## src/rtl/d_uncache_ctrl_pkg.sv

```systemverilog
// Shared definitions for the uncached data access controller:
// FSM states, AXI transfer size codes and the fixed AXI transaction ID.
package d_uncache_ctrl_pkg;

    typedef enum logic [2:0] {
        IDLE,
        RD_A,
        RD_D,
        WR,
        WR_B,
        DONE
    } state_t;

    localparam logic [2:0] SIZE_B = 3'd0;
    localparam logic [2:0] SIZE_H = 3'd1;
    localparam logic [2:0] SIZE_W = 3'd2;

    localparam int AXI_ID = 1;

    function automatic logic [2:0] axi_size(input logic [1:0] size);
        case (size)
            2'd0:    return SIZE_B;
            2'd1:    return SIZE_H;
            2'd2:    return SIZE_W;
            default: return {1'b0, size};
        endcase
    endfunction

endpackage

```

## src/rtl/d_uncache_ctrl.sv

```systemverilog
// M-stage controller for uncached (kseg1) data accesses: one single-beat AXI
// read or write per request, stalling the pipeline until the bus completes.
module d_uncache_ctrl
    import d_uncache_ctrl_pkg::*;
#(
    parameter int ID_W   = 4,
    parameter int ADDR_W = 32
) (
    input  logic              clk,
    input  logic              rst,

    input  logic              req_en,
    input  logic              no_cache,
    input  logic [3:0]        req_wen,
    input  logic [1:0]        req_size,
    input  logic [ADDR_W-1:0] req_paddr,
    input  logic [31:0]       req_wdata,
    input  logic              pipe_stall,
    output logic              stall,
    output logic [31:0]       rdata,

    output logic [ID_W-1:0]   arid,
    output logic [ADDR_W-1:0] araddr,
    output logic [7:0]        arlen,
    output logic [2:0]        arsize,
    output logic              arvalid,
    input  logic              arready,

    input  logic [31:0]       rdata_i,
    input  logic [1:0]        rresp,
    input  logic              rlast,
    input  logic              rvalid,
    output logic              rready,

    output logic [ID_W-1:0]   awid,
    output logic [ADDR_W-1:0] awaddr,
    output logic [7:0]        awlen,
    output logic [2:0]        awsize,
    output logic              awvalid,
    input  logic              awready,

    output logic [31:0]       wdata,
    output logic [3:0]        wstrb,
    output logic              wlast,
    output logic              wvalid,
    input  logic              wready,

    input  logic [1:0]        bresp,
    input  logic              bvalid,
    output logic              bready
);

    state_t              state;
    logic [ADDR_W-1:0]   addr_q;
    logic [1:0]          size_q;
    logic                aw_done;
    logic                w_done;

    logic hit;
    logic aw_fire;
    logic w_fire;

    // Responses are single beat and bus errors are not reported to the core.
    logic unused_resp;
    assign unused_resp = &{1'b0, rresp, rlast, bresp};

    assign hit     = req_en & no_cache;
    assign stall   = hit & (state != DONE);
    assign aw_fire = awvalid & awready;
    assign w_fire  = wvalid & wready;

    assign arid   = ID_W'(AXI_ID);
    assign awid   = ID_W'(AXI_ID);
    assign araddr = addr_q;
    assign awaddr = addr_q;
    assign arlen  = 8'd0;
    assign awlen  = 8'd0;
    assign arsize = axi_size(size_q);
    assign awsize = axi_size(size_q);
    assign wlast  = 1'b1;

    always_ff @(posedge clk) begin
        if (rst) begin
            state   <= IDLE;
            addr_q  <= '0;
            size_q  <= '0;
            wdata   <= '0;
            wstrb   <= '0;
            rdata   <= '0;
            arvalid <= 1'b0;
            rready  <= 1'b0;
            awvalid <= 1'b0;
            wvalid  <= 1'b0;
            bready  <= 1'b0;
            aw_done <= 1'b0;
            w_done  <= 1'b0;
        end else begin
            case (state)
                IDLE: begin
                    if (hit) begin
                        addr_q <= req_paddr;
                        size_q <= req_size;
                        if (req_wen == 4'd0) begin
                            arvalid <= 1'b1;
                            state   <= RD_A;
                        end else begin
                            wdata   <= req_wdata;
                            wstrb   <= req_wen;
                            awvalid <= 1'b1;
                            wvalid  <= 1'b1;
                            state   <= WR;
                        end
                    end
                end
                RD_A: begin
                    if (arready) begin
                        arvalid <= 1'b0;
                        rready  <= 1'b1;
                        state   <= RD_D;
                    end
                end
                RD_D: begin
                    if (rvalid) begin
                        rready <= 1'b0;
                        rdata  <= rdata_i;
                        state  <= DONE;
                    end
                end
                // Address and data channels complete independently, in any order.
                WR: begin
                    if (aw_fire) begin
                        awvalid <= 1'b0;
                        aw_done <= 1'b1;
                    end
                    if (w_fire) begin
                        wvalid <= 1'b0;
                        w_done <= 1'b1;
                    end
                    if ((aw_done | aw_fire) & (w_done | w_fire)) begin
                        bready <= 1'b1;
                        state  <= WR_B;
                    end
                end
                WR_B: begin
                    if (bvalid) begin
                        bready  <= 1'b0;
                        aw_done <= 1'b0;
                        w_done  <= 1'b0;
                        state   <= DONE;
                    end
                end
                // Single release point: the M stage advances out of here exactly once.
                DONE: begin
                    if (!pipe_stall) begin
                        state <= IDLE;
                    end
                end
                default: state <= IDLE;
            endcase
        end
    end

endmodule

```

## config.mk

```make
export PLATFORM = sky130hd
export DESIGN_NAME = d_uncache_ctrl
export DESIGN_NICKNAME = d
export VERILOG_FILES = /design/src/rtl/d_uncache_ctrl_pkg.sv /design/src/rtl/d_uncache_ctrl.sv
export SDC_FILE = /design/constraint.sdc
export NUM_CORES = 1
export LEC_CHECK = 0
export CAP_MARGIN = 20
export CORE_ASPECT_RATIO = 1.1
export CORE_MARGIN = 1
export CORE_UTILIZATION = 37
export CTS_CLUSTER_SIZE = 30
export DETAILED_ROUTE_END_ITERATION = 10
export GPL_TIMING_DRIVEN = 0
export PLACE_DENSITY = 0.81
export SYNTH_ARGS = -nofsm -noshare
export SYNTH_HDL_FRONTEND = slang
export SYNTH_SLANG_ARGS = --single-unit
```

## constraint.sdc

```tcl
create_clock -name clk -period 1.78 [get_ports clk]
set_input_delay 0.356 -clock clk [delete_from_list [all_inputs] [get_ports clk]]
set_output_delay 0.356 -clock clk [all_outputs]
set_load 0.01 [all_outputs]
```

Yosys cells after proc, flatten, opt, wreduce, memory -nomap -nowiden
Cells that the tools add are included.
{"block": "op_classes", "eq_ne": 18, "n_reduce_logical": 18, "order_cmp": 0, "div_mod_pow": 0, "n_addsub": 0, "n_mul": 0, "shifts": 0, "bitwise_logic": 8, "mux": 29}
{"operator": "2-bit != test, second input constant", "count": 10}
{"operator": "3-bit 2-to-1 mux", "count": 6}
{"operator": "3-bit one-hot mux with 6 select lines", "count": 1}
{"operator": "3-bit AND reduction", "count": 5}
{"operator": "1-bit one-hot mux with 2 select lines", "count": 7}
{"operator": "1-bit 2-to-1 mux", "count": 13}
{"operator": "4-bit AND reduction", "count": 3}
{"operator": "2-bit nonzero test", "count": 4}
{"operator": "3-bit by 2-bit equality test with 1-bit output, second input constant", "count": 2}
{"operator": "3-bit equality test, second input constant", "count": 2}
{"operator": "2-bit one-hot mux with 3 select lines", "count": 1}
{"operator": "6-bit AND reduction", "count": 1}
{"operator": "1-bit AND", "count": 5}
{"operator": "4-bit zero test", "count": 1}
{"operator": "2-bit AND reduction", "count": 2}
{"operator": "3-bit by 1-bit equality test with 1-bit output, second input constant", "count": 1}
{"operator": "3-bit zero test", "count": 1}
{"operator": "3-bit != test, second input constant", "count": 1}
{"operator": "2-bit by 1-bit equality test with 1-bit output, second input constant", "count": 1}
{"operator": "2-bit equality test, second input constant", "count": 1}
{"operator": "2-bit zero test", "count": 1}
{"operator": "2-bit 2-to-1 mux", "count": 1}
{"operator": "1-bit bitwise OR", "count": 2}
{"operator": "1-bit NOT", "count": 1}
{"block": "totals", "latch_bits": 0, "mem_bits_rw": 0, "input_bits": 117, "ff_bits": 112, "romBits": 0, "mem_count": 0}

Depth between registers and ports, before layout
{"block": "logic_depth", "word_depth": 5, "mapped_depth": 7}

Worst setup path after synthesis
OpenSTA, ideal clock, no wires.
{"block": "synth_timing", "path_type": "input port to flip-flop", "startpoint": "input req_wen[0]", "endpoint": "register awvalid", "required_time_ns": 1.652, "setup_slack_ns": 0.203, "path_buffers": 2, "t_arrival_ns": 1.449, "stages": 6, "cell_sequence": "or4_4 > and3_1 > buf_6 > buf_6 > a21oi_2 > nor2_1"}
{"block": "synth_via", "elab_chain_len": 3}
{"item": "start, declared", "line_no": "d_uncache_ctrl.sv:14", "source": "input logic [3:0] req_wen,"}
{"item": "4-bit zero test", "line_no": "d_uncache_ctrl.sv:103", "source": "if (req_wen == 4'd0) begin"}
{"item": "2-bit != test (no line)"}
{"item": "4-bit AND reduction (no line)"}
{"item": "end signal, assigned", "line_no": "d_uncache_ctrl.sv:92", "source": "awvalid <= 1'b0;"}
{"item": "end signal, assigned", "line_no": "d_uncache_ctrl.sv:109", "source": "awvalid <= 1'b1;"}
{"item": "end signal, assigned", "line_no": "d_uncache_ctrl.sv:132", "source": "awvalid <= 1'b0;"}
{"item": "end, declared", "line_no": "d_uncache_ctrl.sv:39", "source": "output logic awvalid,"}
No other way between the ends.
A chain may end at the register's enable or synchronous reset.

Worst setup path in the final report
{"block": "layout_timing", "startpoint": "register addr_q[0] (netlist: araddr[0])", "endpoint": "output awaddr[0]"}
{"item": "start, declared", "line_no": "d_uncache_ctrl.sv:54", "source": "logic [ADDR_W-1:0] addr_q;"}
{"item": "start signal, assigned", "line_no": "d_uncache_ctrl.sv:101", "source": "addr_q <= req_paddr;"}
{"item": "end, declared", "line_no": "d_uncache_ctrl.sv:36", "source": "output logic [ADDR_W-1:0] awaddr,"}
No word-level cell between the ends.

==> impl_metrics.env <==
export IMPL_status="completed"
export IMPL_worst_skew_pair_late_latency_ps=340
export IMPL_core_area_sq_um=12000
export IMPL_share_seq_of_total_power=0.399
export IMPL_grt_antenna_before_repair=0
export IMPL_clockPowerShare=0.263
export IMPL_synth_cell_area_sq_um=4540
export IMPL_tritoncts="built"
export IMPL_timing_final_max_slew_violations=0
export IMPL_cts_path_max_buffers=2
export IMPL_net_switching_power_mw=2.27
export IMPL_worstHoldPathCells=3
export IMPL_overall_die_width_microns=108
export IMPL_initialDrtViolationCount=202
export IMPL_sequential_cell_area_sq_um=2240
export IMPL_cp_end_kind="primary output"
export IMPL_drt_first_pass_iters=7
export IMPL_post_route_drc_count=0
export IMPL_r2r_worst_path_cells=6
export IMPL_ant_nets=0
export IMPL_switching_share=0.301
export IMPL_ys_top_cells_by_area="sky130_fd_sc_hd__dfxtp_1 49%, sky130_fd_sc_hd__nand2_1 17%, sky130_fd_sc_hd__a21oi_1 11%"
export IMPL_cts_setup_buffers=0
export IMPL_clock_transition_at_the_register_clock_pins_on_the_worst_setup_and_hold_paths_after_cts_ps=70
export IMPL_detail_route_vias_per_cell=4.52
export IMPL_area_growth_pct=68.5
export IMPL_initial_utilization=0.379
export IMPL_floorplan_die_height_microns=118
export IMPL_totalWireLength_microns=13100
export IMPL_first_global_vias=4094
export IMPL_cts_hold_fix_buffers=0
export IMPL_peakVddDrop_uv=553
export IMPL_setup_worst_path_start_class="flip-flop"
export IMPL_grt_start_max_net_pins=18
export IMPL_place_detailed_instances=1005
export IMPL_cp_data_arrival_time_ps=1370
export IMPL_synth_area_per_cell_sq_um=7.91
export IMPL_post_place_ws_ps=-336
export IMPL_hold_path_end="wstrb[1]$_SDFFE_PP0P_"
export IMPL_synth_top_flop_cell="sky130_fd_sc_hd__dfxtp_1"
export IMPL_number_of_endpoints_failing_setup_at_the_final_stage=0
export IMPL_ys_async_rst_share=0
export IMPL_required_ps=1420
export IMPL_port_buffers=252
export IMPL_tightest_slew_ps=637
export IMPL_gpl_final_weighted_congestion=0.762
export IMPL_p_leak_nw=2.92
export IMPL_ys_types=31
export IMPL_power_per_cell_area_nw_per_um2=984
export IMPL_post_cts_resize_count=2
export IMPL_first_pass_grt_wire_length_microns=20700
export IMPL_synth_seq_cells=112
export IMPL_portion_of_the_post_synthesis_area_used_by_sequential_elements=0.494
export IMPL_layout_filler_cells=1047
export IMPL_ff2ff_setup_slack_ps=170
export IMPL_max_fclk_mhz=581
export IMPL_max_cap_violations=0
export IMPL_min_delay_start="req_wen[1]"
export IMPL_routed_via_count=4613
export IMPL_final_instance_count_excl_fill=1020
export IMPL_multi_input_comb_area_sq_um=1710
export IMPL_final_hold_violation_count=0
export IMPL_htree_levels=3
export IMPL_gr_total_overflow=0
export IMPL_worst_path_max_fanout=3
export IMPL_p_int_mw=5.26
export IMPL_place_hpwl_microns=10300
export IMPL_holdCritPathClass="input pin to flip-flop"
export IMPL_diodes=0
export IMPL_design_die_area_sq_um=12700
export IMPL_detail_route_wl_per_cell_microns=12.9
export IMPL_cts_buffers_inserted=9
export IMPL_drive_above_1_share=0.118
export IMPL_setup_ws_ps=58.8
export IMPL_clock_sink_count=112
export IMPL_ios=286
export IMPL_synth_enable_flop_cells=0
export IMPL_yosys_warning_count=0
export IMPL_maxSlewHeadroom=0.576
export IMPL_r2r_start="state[1]$_SDFFE_PP0P_"
export IMPL_final_min_clock_period_ps=1720
export IMPL_rsz_0062_raised_after_global_routing="no"
export IMPL_worst_setup_path_type="flip-flop to primary output"
export IMPL_num_rows=42
export IMPL_post_synth_inst_count=574
export IMPL_final_min_period_over_clock_period=0.967
export IMPL_p_total_mw=7.53
export IMPL_groute_usage_overall=0.208
export IMPL_timing_clock_skew_ps=10.4
export IMPL_reg2reg_to="state[1]$_SDFFE_PP0P_"
export IMPL_clock_root_buffer="sky130_fd_sc_hd__clkbuf_16"
export IMPL_pwr_share_comb=0.338
export IMPL_post_synth_top_area_fraction=0.494
export IMPL_nets=978
export IMPL_synthDominantAreaCellType="sky130_fd_sc_hd__dfxtp_1"
## kinds of logic (layout without fill, tap and decap cells)
family          count (synthesis)  after routing  share of synthesized area
compound gates                125            125                      0.151
buf+inv                       103            370                      0.150
flops                         112            112                      0.494
other cells                     2             27                    0.00165
simple gates                  232            232                      0.204
## placed cells by master (no fill, tap or decap), types with 4 or more instances in the layout
| cell type | n |
|---|---|
| sky130_fd_sc_hd__nand2_1 | 206 |
| sky130_fd_sc_hd__nor2_1 | 12 |
| sky130_fd_sc_hd__conb_1 | 27 |
| sky130_fd_sc_hd__a21oi_1 | 104 |
| sky130_fd_sc_hd__clkbuf_2 | 4 |
| sky130_fd_sc_hd__buf_6 | 7 |
| sky130_fd_sc_hd__clkbuf_16 | 9 |
| sky130_fd_sc_hd__clkdlybuf4s50_1 | 247 |
| sky130_fd_sc_hd__clkbuf_1 | 20 |
| sky130_fd_sc_hd__dfxtp_1 | 110 |
| sky130_fd_sc_hd__buf_4 | 61 |
| sky130_fd_sc_hd__o21ai_0 | 4 |
| sky130_fd_sc_hd__buf_2 | 8 |
## through the flow
step | TNS, ps | util | instance area, sq um | hold slack [ps]
floorplan | 0 | - | 4630 | 435
global placement | -18420 | 0.613 | 7350 | 440
detailed placement | -18950 | 0.613 | 7350 | 446
CTS | 0 | 0.637 | 7630 | 444
global route | 0 | 0.638 | 7650 | 317
finish | 0 | 0.638 | 7650 | 319
## area by class of cell
cell class | instances | area share
tap | 154 | 0.0252
inverter | 3 | 0.00147
timing repair buffer | 252 | 0.331
buffer | 99 | 0.0878
multi-input combinational | 384 | 0.224
clock inverter | 5 | 0.00736
clock buffer | 11 | 0.0304
sequential | 112 | 0.293
## state kept, by name, summed over array words and instances (netlist names)
signal,count
araddr,32
wdata,32
awvalid,1
arvalid,1
state,3
wvalid,1
wstrb,4
w_done,1
aw_done,1
size_q,2
rdata,32
rready,1
bready,1
## worst max-delay path: stages (launching register included)
cell,delay [ps]
sky130_fd_sc_hd__dfxtp_1,390
sky130_fd_sc_hd__buf_4,130
sky130_fd_sc_hd__clkdlybuf4s50_1,520
## power by group through the flow
stage	clock network (mW)	registers, mW	logic, mW
after floorplan	0	3.15	1.21
after global placement	0	3.05	2.53
after detailed placement	0	3.06	2.56
after CTS	2.04	3.00	2.56
after global routing	2.17	3.04	2.79
final	1.98	3.00	2.55
## worst max-delay path by stage
stage | startpoint | cells after the start | slack (ps) | to
final | araddr[0]$_SDFFE_PP0P_ | 2 | 60 | awaddr[0]
after CTS | state[2]$_SDFFE_PP0P_ | 5 | 2 | araddr[28]$_SDFFE_PP0P_
after floorplan | req_wen[0] | 6 | 200 | awvalid$_SDFFE_PP0P_
after global routing | no_cache | 7 | 4 | araddr[28]$_SDFFE_PP0P_
after global placement | req_wen[0] | 7 | -330 | wvalid$_SDFFE_PP0P_
after detailed placement | req_wen[0] | 7 | -340 | wvalid$_SDFFE_PP0P_
## layer usage
metal  global-route usage  routed length [microns]  up-vias
li1                     -                        -     2342
met1                0.235                     5160     2070
met3               0.0557                     1050       19
met5                    0                        0        -
met4               0.0839                      319        0
met2                0.366                     6590      182
## Yosys cell counts, types with 3 or more instances
cell type and number:
sky130_fd_sc_hd__o21ai_0 4, sky130_fd_sc_hd__buf_2 9, sky130_fd_sc_hd__nand2_1 206, sky130_fd_sc_hd__dfxtp_1 112, sky130_fd_sc_hd__clkbuf_1 23, sky130_fd_sc_hd__a32oi_1 3
sky130_fd_sc_hd__buf_4 61, sky130_fd_sc_hd__buf_6 7, sky130_fd_sc_hd__a21oi_1 104, sky130_fd_sc_hd__nor2_1 12, sky130_fd_sc_hd__nor2b_1 3, sky130_fd_sc_hd__a22oi_1 3
sky130_fd_sc_hd__inv_1 3
Note: power is estimated with default switching activity, not from simulation.
